<file path="config.mk">
export PLATFORM = sky130hd
export DESIGN_NAME = bubble_sort_gen
export DESIGN_NICKNAME = d
export VERILOG_FILES = /design/src/rtl/bubble_sort_gen.sv
export SDC_FILE = /design/constraint.sdc
export NUM_CORES = 1
export LEC_CHECK = 0
export CAP_MARGIN = 20
export CELL_PAD_IN_SITES_DETAIL_PLACEMENT = 1
export CELL_PAD_IN_SITES_GLOBAL_PLACEMENT = 2
export CORE_MARGIN = 5
export CORE_UTILIZATION = 25
export DETAILED_ROUTE_END_ITERATION = 6
export HOLD_SLACK_MARGIN = 0.03
export PLACE_DENSITY = 0.72
export SKIP_LAST_GASP = 1
export SYNTH_ARGS = -nofsm -noshare
export SYNTH_HDL_FRONTEND = slang
export SYNTH_SLANG_ARGS = --single-unit
</file>
<file path="constraint.sdc">
create_clock -name clk -period 9.3 [get_ports clk]
set_input_delay 1.395 -clock clk [delete_from_list [all_inputs] [get_ports clk]]
set_output_delay 1.395 -clock clk [all_outputs]
set_load 0.02 [all_outputs]
</file>
<file path="src/rtl/bubble_sort_gen.sv">
// In-place bubble sort over an external single-port synchronous RAM.
// Stops early after a pass with no swap; reports saturating swap and pass counts.
module bubble_sort_gen #(
   parameter int DATA_W = 8,
   parameter int ADDR_W = 8,
   parameter int CNT_W  = 16
) (
   input  logic              clk,
   input  logic              rst_n,
   input  logic              enable,
   output logic              ready,
   input  logic [ADDR_W:0]   length,
   input  logic              descending,
   input  logic [DATA_W-1:0] rdata,
   output logic [ADDR_W-1:0] address,
   output logic              wren,
   output logic [DATA_W-1:0] wdata,
   output logic              done,
   output logic [CNT_W-1:0]  swap_count,
   output logic [CNT_W-1:0]  pass_count
);

   typedef enum logic [2:0] {IDLE, RDA, RDB, CMP, WRA, WRB, FIN} state_t;

   localparam logic [ADDR_W:0] DEPTH_L = {1'b1, {ADDR_W{1'b0}}};
   localparam logic [ADDR_W:0] ONE     = {{ADDR_W{1'b0}}, 1'b1};

   state_t              state_q, state_d;
   logic [ADDR_W:0]     i_q, i_d, limit_q, limit_d;
   logic                desc_q, desc_d, swp_q, swp_d;
   logic [DATA_W-1:0]   a_q, a_d, b_q, b_d;
   logic [CNT_W-1:0]    swap_cnt_q, swap_cnt_d, pass_cnt_q, pass_cnt_d;
   logic [ADDR_W-1:0]   addr_q;
   logic [DATA_W-1:0]   wdata_q;
   logic [ADDR_W:0]     ip1, len_v;
   logic                step;

   assign ip1        = i_q + ONE;
   assign swap_count = swap_cnt_q;
   assign pass_count = pass_cnt_q;

   always_comb begin
      state_d    = state_q;
      i_d        = i_q;
      limit_d    = limit_q;
      desc_d     = desc_q;
      swp_d      = swp_q;
      a_d        = a_q;
      b_d        = b_q;
      swap_cnt_d = swap_cnt_q;
      pass_cnt_d = pass_cnt_q;
      address    = addr_q;
      wdata      = wdata_q;
      wren       = 1'b0;
      ready      = 1'b0;
      done       = 1'b0;
      step       = 1'b0;
      len_v      = (length > DEPTH_L) ? DEPTH_L : length;
      case (state_q)
         IDLE: begin
            ready = 1'b1;
            if (enable) begin
               desc_d     = descending;
               swap_cnt_d = '0;
               pass_cnt_d = '0;
               limit_d    = len_v - ONE;
               i_d        = '0;
               swp_d      = 1'b0;
               state_d    = (len_v <= ONE) ? FIN : RDA;
            end
         end
         RDA: begin
            address = i_q[ADDR_W-1:0];
            state_d = RDB;
         end
         RDB: begin
            address = ip1[ADDR_W-1:0];
            a_d     = rdata;
            state_d = CMP;
         end
         CMP: begin
            // rdata is mem[i+1] this cycle; compare it directly rather than via b_q
            b_d = rdata;
            if (desc_q ? (a_q < rdata) : (a_q > rdata)) state_d = WRA;
            else                                         step    = 1'b1;
         end
         WRA: begin
            address = i_q[ADDR_W-1:0];
            wdata   = b_q;
            wren    = 1'b1;
            state_d = WRB;
         end
         WRB: begin
            address = ip1[ADDR_W-1:0];
            wdata   = a_q;
            wren    = 1'b1;
            if (swap_cnt_q != '1) swap_cnt_d = swap_cnt_q + 1'b1;
            swp_d   = 1'b1;
            step    = 1'b1;
         end
         FIN: begin
            done    = 1'b1;
            state_d = IDLE;
         end
         default: state_d = IDLE;
      endcase

      if (step) begin
         if (ip1 < limit_q) begin
            i_d     = ip1;
            state_d = RDA;
         end else begin
            if (pass_cnt_q != '1) pass_cnt_d = pass_cnt_q + 1'b1;
            if (!swp_d || limit_q == ONE) begin
               state_d = FIN;
            end else begin
               limit_d = limit_q - ONE;
               i_d     = '0;
               swp_d   = 1'b0;
               state_d = RDA;
            end
         end
      end
   end

   always_ff @(posedge clk) begin
      if (!rst_n) begin
         state_q    <= IDLE;
         i_q        <= '0;
         limit_q    <= '0;
         desc_q     <= 1'b0;
         swp_q      <= 1'b0;
         a_q        <= '0;
         b_q        <= '0;
         swap_cnt_q <= '0;
         pass_cnt_q <= '0;
         addr_q     <= '0;
         wdata_q    <= '0;
      end else begin
         state_q    <= state_d;
         i_q        <= i_d;
         limit_q    <= limit_d;
         desc_q     <= desc_d;
         swp_q      <= swp_d;
         a_q        <= a_d;
         b_q        <= b_d;
         swap_cnt_q <= swap_cnt_d;
         pass_cnt_q <= pass_cnt_d;
         addr_q     <= address;
         wdata_q    <= wdata;
      end
   end

endmodule
</file>
# Word level (Yosys, flattened, before mapping)
# Index checks and enable logic that the tools add are counted.
dict set report classes {
  add_sub_neg 5
  mul 0
  div 0
  magnitude_cmp 5
  n_eq_ne 14
  n_shift 0
  muxes 39
  bitwise_logic 0
  n_reduce_logical 10
}
# operator count
set ops {}
lappend ops {{16-bit 2-to-1 mux} 7}
lappend ops {{9-bit 2-to-1 mux} 11}
lappend ops {{16-bit by 1-bit adder with 16-bit output, second input constant} 2}
lappend ops {{16-bit inequality test, second input constant} 2}
lappend ops {{16-bit one-hot mux with 2 select lines} 1}
lappend ops {{8-bit one-hot mux with 2 select lines} 2}
lappend ops {{3-bit 2-to-1 mux} 6}
lappend ops {{3-bit one-hot mux with 6 select lines} 1}
lappend ops {{9-bit by 1-bit subtractor with 9-bit output, second input constant} 2}
lappend ops {{9-bit by 1-bit adder with 9-bit output, second input constant} 1}
lappend ops {{3-bit == test, second input constant} 3}
lappend ops {{9-bit by 1-bit == test with 1-bit output, second input constant} 1}
lappend ops {{9-bit greater-than comparator, second input constant} 1}
lappend ops {{9-bit by 1-bit <= comparator with 1-bit output, second input constant} 1}
lappend ops {{9-bit < comparator} 1}
lappend ops {{1-bit 2-to-1 mux} 9}
lappend ops {{8-bit greater-than comparator} 1}
lappend ops {{8-bit < comparator} 1}
lappend ops {{3-bit by 2-bit == test with 1-bit output, second input constant} 2}
lappend ops {{2-bit inequality test, second input constant} 3}
lappend ops {{3-bit inequality test, second input constant} 2}
lappend ops {{3-bit AND reduction} 2}
lappend ops {{2-bit OR reduction} 3}
lappend ops {{1-bit one-hot mux with 2 select lines} 2}
lappend ops {{other kinds (6)} 6}
dict set report totals {
  regBits 87
  latchBits 0
  mem_bits_rw 0
  mem_bits_ro 0
  in_bits 21
  output_inout_bits 51
  word_cells 84
  n_memories 0
}

# Logic depth before layout (Yosys ltp)
# Gate-level depths: netlist of the first run.
dict set report depth {
  word_depth 8
  mapped_depth 16
  mapped_depth_nobuf 13
}

# Worst setup path after synthesis of the first run
# Ideal clock, no wire load.
dict set report synth_path {
  kind {input to register}
  from {input port rdata[2]}
  to {register limit_q[6]}
  setup_ns 0.120
  arrival_ns 3.375
  t_required_ns 9.180
  setup_slack_ns 5.805
  stages 9
  path_buffers 0
  path_cell_list {inv_1 > ha_1 > and4b_1 > a211o_1 > a21oi_2 > o211a_1 > o211ai_4 > o311a_2 > o31a_1}
}
dict set report synth_between {
  elab_chain_cells 5
  word_cells_on_any_way 6
  classes_between {order compare (2); mux (4)}
}
# element line_no
set synth_lines {}
lappend synth_lines {{start: declaration} 14} ;# input logic [DATA_W-1:0] rdata,
lappend synth_lines {{8-bit greater-than comparator / 8-bit < comparator (equally long branches)} 84} ;# if (desc_q ? (a_q < rdata) : (a_q > rdata)) state_d = WRA;
lappend synth_lines {{1-bit 2-to-1 mux * (2 in a row)} 84}
lappend synth_lines {{1-bit one-hot mux with 2 select lines *} 59} ;# case (state_q)
lappend synth_lines {{9-bit 2-to-1 mux *} 108} ;# if (step) begin
lappend synth_lines {{end signal: assignment} 142} ;# limit_q <= limit_d;
lappend synth_lines {{end: declaration} 29} ;# logic [ADDR_W:0] i_q, i_d, limit_q, limit_d;
# Every way passes the cells marked *; elsewhere a longest branch is shown, timed or not.
# A chain may end at the register's enable or synchronous reset.

# Worst setup path in the final report of the first run
dict set report layout_path {
  from {register state_q[2]}
  to {output port address[5]}
}
dict set report layout_between {
  elab_chain_cells 3
  word_cells_on_any_way 7
  classes_between {eq/ne (4); mux (1); reduce/logical (2)}
}
# element line_no
set layout_lines {}
lappend layout_lines {{start: declaration} 28} ;# state_t state_q, state_d;
lappend layout_lines {{start signal: assignment} 140} ;# state_q <= state_d;
lappend layout_lines {{3-bit == test (tied with other cells)} 59}
lappend layout_lines {{2-bit OR reduction (no line)} -}
lappend layout_lines {{8-bit one-hot mux with 2 select lines *} 59}
lappend layout_lines {{end: declaration} 15} ;# output logic [ADDR_W-1:0] address,
# Marked as above.

==> impl_metrics.py, run 1 <==
metrics = {
    "logic_synthesis": {
        "synthTopCellsByCount": "90 x nand2_1, 87 x dfxtp_1, 50 x a21oi_1, 50 x nor2_1, 35 x o21ai_0",
        "yosys_warnings": 0,
        "syn_inst": 655,
        "yosysSeqAreaShare_pct": 33.5,
        "synthFlopType": "dfxtp_1",
        "yosysMostFrequentCell": "nand2_1",
        "synth_edf_count": 0,
        "synth.ff_latch_count": 87,
        "synth_top_area_share_pct": 33.5,
        "yosysTopAreaCell": "dfxtp_1",
        "avgSynthCellArea_sq_um": 7.93,
        "ys_types": 76,
        "netlist_top_cells_area": "dfxtp_1 34%, nand2_1 6.5%, ha_1 5.5%",
        "synth_area_sq_um": 5190,
        "syn_nets": 699,
        "synthArstFlopShare_pct": 0,
    },
    "timing": {
        "max_freq_mhz": 199,
        "clock_skew_ps": 11.8,
        "tightest_slew_ps": 1020,
        "tns_ps": 0,
        "hold_viol_final": 0,
        "setup_viol": 0,
        "slew_viol_final": 0,
        "rsz0062_at_grt": "false",
        "layout_min_cycle_time_ps": 5020,
        "period_share_pct": 54.0,
        "fin_ws_ps": 4280,
        "slew_headroom_pct": 31.6,
    },
    "power_and_ir_drop": {
        "net-switching-power_mw": 0.314,
        "sw_frac_of_total_pct": 31.1,
        "clockPowerShare_pct": 37.4,
        "peakVddDrop_uv": 91.9,
        "power.density_nw_per_um2": 157,
        "p_seq_share_pct": 40.2,
        "p_leak_nw": 2.31,
        "internal-power_mw": 0.696,
        "pwr-share-comb_pct": 22.4,
    },
    "floorplanning": {
        "chipWidth_um": 154,
        "pin_count": 72,
        "start_util_pct": 25.5,
        "core-area_sq_um": 20400,
        "dieArea_sq_um": 23800,
        "rows": 52,
        "die_h_um": 154,
    },
    "drt": {
        "drt_iter0_drc": 170,
        "vias": 4894,
        "dr.pass1.iters": 4,
        "wl_per_cell_um": 16.0,
        "final_antenna_net_count": 0,
        "drt-total-wl_mm": 15.7,
        "drc": 0,
        "avgViaCountPerCell": 4.99,
    },
    "cts": {
        "clk_pin_slew_ps": 60,
        "root_buffer": "clkbuf_16",
        "cts_tree": "done",
        "clockBufferDepth": 2,
        "clock_sinks": 87,
        "htreeDepth": 3,
        "clk_latency_ps": 350,
        "post_cts_resized": 0,
        "post_cts_buffers": 0,
        "numCtsBuffers": 9,
        "ctsHoldBuffers": 0,
    },
    "final_layout": {
        "area_growth_pct": 23.9,
        "fillerInstances": 2424,
        "diodes": 0,
        "register_area_sq_um": 1740,
        "multi_input_area_sq_um": 3160,
        "nets": 749,
        "drive_above_1_share_pct": 6.62,
        "stdcell_count": 980,
        "fin_util_pct": 31.6,
    },
    "worst_setup_path": {
        "crit_buf_inv": 1,
        "cp_data_required_time_ps": 7910,
        "critPathLaunch": "state_q[2]",
        "rrSetupSlack_ps": 5910,
        "start_kind": "register",
        "slowest_delay_ps": 920,
        "cp-end-kind": "output pin",
        "crit_type": "reg2out",
        "crit_path_cell_trace": "nor2_1 -> and2_1 -> nor2_1 -> nor3_1 -> a221oi_1 -> o21ai_0 -> clkdlybuf4s50_1",
        "crit_fanout": 28,
        "cp.depth": 7,
        "crit_top_cell": "nor2_1",
        "worstPathArrival_ps": 3630,
        "path_delay_family": "simple AND/OR/NAND/NOR gates",
        "reg2reg_depth": 11,
        "slowest_stage": "nor2_1",
        "reg2reg_from": "i_q[0]",
    },
    "placed_design": {
        "io_buffers": 71,
        "placedCellCount": 963,
        "preCtsSetupSlack_ps": 4650,
        "hpwlAfterDp_mm": 11.8,
        "gp_congestion": 0.829,
    },
    "grt": {
        "grt_pass1_vias": 5175,
        "antenna_found_initial": 0,
        "grt_pass1_wl_mm": 25.8,
        "grt_max_degree": 36,
        "track_usage_pct": 13.2,
        "overflow": 0,
    },
    "min_path": {
        "min_path_cells": 2,
        "hold_path_startpoint": "b_q[2]",
        "min-delay-path-class": "reg2reg",
    },
    "run_status": {
        "outcome": "finished clean",
    },
    "run": {
        "cap_violations": 0,
    },
}
## cells in the final DEF (no fill, tap or decap), types with 16 or more instances in the layout
cell / n
nor2_1: 50
dfxtp_1: 87
nand2_1: 90
ha_1: 23
nand3_1: 20
clkdlybuf4s50_1: 71
a21oi_1: 50
xnor2_1: 16
o21ai_0: 35
inv_1: 31
and2_1: 23
## tightest hold or removal path: stages, from the launching register on
cell and delay (ps):
dfxtp_1 310, nand2_1 50, a21oi_1 50
## registers in the layout, summed over array words and instances, names as in the netlist
name,count
a_q,8
addr_q,8
b_q,8
desc_q,1
i_q,9
limit_q,9
pass_count,16
state_q,3
swap_count,16
swp_q,1
wdata_q,8
## power by group through the flow
stage	registers (mW)	clock network, mW	logic [mW]
final	0.406	0.377	0.227
after global routing	0.408	0.407	0.250
after CTS	0.411	0.392	0.220
after detailed placement	0.420	0	0.218
after global placement	0.418	0	0.212
after floorplan	0.407	0	0.156
## metrics by stage
step / cell area (sq um) / hold WS, ps / power [mW]
floorplan: 5190 / 436 / 0.563
global placement: 6100 / 441 / 0.631
detailed placement: 6100 / 453 / 0.638
CTS: 6400 / 462 / 1.02
global route: 6430 / 479 / 1.07
finish: 6430 / 460 / 1.01
## path summary, 6_finish.rpt
check / endpoint
setup / recovery: address[5]
hold / removal: b_q[2]
setup reg to reg: limit_q[6]
hold reg to reg: b_q[2]
## kinds of logic (layout without fill, tap and decap cells)
kind of cell / count (synthesis) / after routing / synth area share, %
XOR/XNOR: 21 / 21 / 3.54
AND/OR/NAND/NOR: 265 / 265 / 25.7
AO/OA/AOI/OAI: 176 / 176 / 23.2
adder cells (fa/ha/maj): 23 / 23 / 5.54
flip-flops: 87 / 87 / 33.5
multiplexers: 15 / 15 / 2.96
buffers and inverters: 68 / 123 / 5.59
## final cells by class
class / count / share of cell area [%]
multi-input combinational: 500 / 49.1
sequential: 87 / 27.1
timing repair buffer: 76 / 11.9
tap: 270 / 5.25
clock buffer: 10 / 3.72
inverter: 31 / 1.81
clock inverter: 6 / 1.05
## per-layer routing
metal,vias to the layer above,part of all wire [%],routed length (um),track usage [%]
met4,0,1.2,187,3.32
li1,2445,-,-,-
met3,12,3.2,496,2.92
met2,66,48,7590,23.0
met1,2371,47,7410,16.4
met5,-,0,0,0
Note: power is estimated with default switching activity, not from simulation.
==> run 2: changes to the inputs <==
PLACE_DENSITY = 0.74   (was 0.72)
clock period = 4 ns   (was 9.3 ns; I/O delays follow)
==> run 2 against run 1 <==
Compared with the run above:
- sequential cell count unchanged
- clock power rose by 100%
- first-iteration DRC count up 32%
- total power is 120% higher
- sequential power rose by 130%
- sequential share of layout area is 0.15 points higher
==> impl_metrics.py, run 2 (synthesis results as in run 1) <==
metrics = {
    "floorplanning": {
        "chipWidth_um": 154,
        "core-area_sq_um": 20400,
        "die_h_um": 154,
        "dieArea_sq_um": 23800,
        "pin_count": 72,
        "start_util_pct": 25.5,
        "rows": 52,
    },
    "placed_design": {
        "gp_congestion": 0.821,
        "io_buffers": 71,
        "hpwlAfterDp_mm": 12.1,
        "preCtsSetupSlack_ps": 462,
    },
    "worst_setup_path": {
        "worstPathArrival_ps": 2890,
        "crit_type": "reg2out",
        "slowest_stage": "clkdlybuf4s50_1",
        "crit_path_cell_trace": "and3_1 -> and3_1 -> nand3_1 -> a32o_1 -> a221oi_1 -> o21ai_0 -> clkdlybuf4s50_1",
        "slowest_delay_ps": 560,
        "crit_fanout": 10,
        "cp_data_required_time_ps": 3400,
        "start_kind": "register",
        "crit_top_cell": "and3_1",
        "cp-end-kind": "output pin",
    },
    "drt": {
        "dr.pass1.iters": 4,
        "final_antenna_net_count": 0,
        "wl_per_cell_um": 16.4,
        "drc": 0,
        "drt-total-wl_mm": 16.1,
        "drt_iter0_drc": 225,
        "avgViaCountPerCell": 5.07,
        "vias": 4988,
    },
    "timing": {
        "rsz0062_at_grt": "false",
        "fin_ws_ps": 510,
        "layout_min_cycle_time_ps": 3490,
        "period_share_pct": 87.3,
        "clock_skew_ps": 5.77,
        "slew_viol_final": 0,
        "setup_viol": 0,
        "max_freq_mhz": 287,
        "slew_headroom_pct": 56.0,
        "tns_ps": 0,
        "hold_viol_final": 0,
        "tightest_slew_ps": 658,
    },
    "grt": {
        "track_usage_pct": 13.7,
        "grt_pass1_wl_mm": 26.8,
        "antenna_found_initial": 0,
        "grt_pass1_vias": 5142,
        "grt_max_degree": 34,
        "overflow": 0,
    },
    "cts": {
        "root_buffer": "clkbuf_16",
        "htreeDepth": 3,
        "ctsHoldBuffers": 0,
        "clockBufferDepth": 2,
        "clk_pin_slew_ps": 60,
        "cts_tree": "done",
        "clock_sinks": 87,
        "post_cts_buffers": 0,
        "post_cts_resized": 0,
        "numCtsBuffers": 9,
        "clk_latency_ps": 350,
    },
    "final_layout": {
        "nets": 754,
        "drive_above_1_share_pct": 7.01,
        "layout.cells.most_common": "nand2_1",
        "diodes": 0,
        "layout_common_cells": "90 x nand2_1, 87 x dfxtp_1, 71 x clkdlybuf4s50_1, 50 x a21oi_1, 50 x nor2_1",
        "fillerInstances": 2409,
        "area_growth_pct": 23.2,
    },
    "power_and_ir_drop": {
        "p_seq_share_pct": 41.9,
        "power_mw": 2.25,
        "pwr-share-comb_pct": 23.9,
        "power.density_nw_per_um2": 352,
        "clockPowerShare_pct": 34.2,
        "internal-power_mw": 1.52,
        "sw_frac_of_total_pct": 32.3,
        "p_leak_nw": 2.31,
        "net-switching-power_mw": 0.725,
        "peakVddDrop_uv": 235,
    },
    "run_status": {
        "outcome": "finished clean",
    },
    "run": {
        "cap_violations": 0,
    },
    "min_path": {
        "min-delay-path-class": "reg2reg",
    },
}
-- run 2: changes by cell type in the layout (fill, tap and decap cells not counted), sizes merged --
cell	previous run	this run
buf	5	10
clkinv	2	4
inv	32	31
clkbuf	10	9
bufinv	1	0
clkinvlp	2	1
-- run 2: metrics by stage --
step	utilization (%)	hold WS, ps	cells	area (sq um)
floorplan	-	436	655	5190
global placement	30.2	444	969	6140
detailed placement	30.2	451	969	6140
CTS	31.4	460	983	6390
global route	31.4	488	983	6390
finish	31.4	457	983	6390
-- run 2: layer usage --
layer	vias to the layer above	wire length, um	GRT usage [%]
li1	2447	-	-
met3	22	727	3.40
met2	91	7610	22.8
met1	2428	7460	17.4
met5	-	0	0
met4	0	316	4.33
-- run 2: power by group through the flow --
| stage | combinational [mW] | clock (mW) | sequential [mW] |
|---|---|---|---|
| 2_1_floorplan | 0.362 | 0 | 0.947 |
| 3_3_place_gp | 0.525 | 0 | 0.959 |
| 3_5_place_dp | 0.541 | 0 | 0.961 |
| 4_1_cts | 0.546 | 0.802 | 0.942 |
| 5_1_grt | 0.595 | 0.827 | 0.947 |
| 6_report | 0.538 | 0.770 | 0.942 |
-- run 2: worst max-delay path, delay by kind of cell (launching register included) --
family                 cells  cell delay (ps)
buffers and inverters      1              560
AOI/OAI and AO/OA          3              730
DFF                        1              490
and+or+nand+nor            3              750
-- run 2: cell type report --
class / instances / area (sq um) / share of cell area (%)
Multi-Input combinational cell: 500 / 3160 / 49.4
Sequential cell: 87 / 1740 / 27.2
Timing Repair Buffer: 81 / 786 / 12.3
Tap cell: 270 / 338 / 5.28
Clock buffer: 9 / 225 / 3.52
Inverter: 31 / 116 / 1.82
Clock inverter: 5 / 27.5 / 0.430
-- run 2: worst paths after layout --
kind	slack [ps]	to	cells after the start	startpoint
worst max-delay path	510	address[7]	7	i_q[2]
worst min-delay path	460	b_q[2]	2	b_q[2]
worst min register to register	460	b_q[2]	2	b_q[2]
worst max register to register	580	limit_q[6]	11	i_q[0]
==> run 3: changes to the inputs <==
CTS_CLUSTER_SIZE = 14   (was unset)
==> results of run 3 <==
No change in the layout: final DEF, timing and power equal those of run 2.
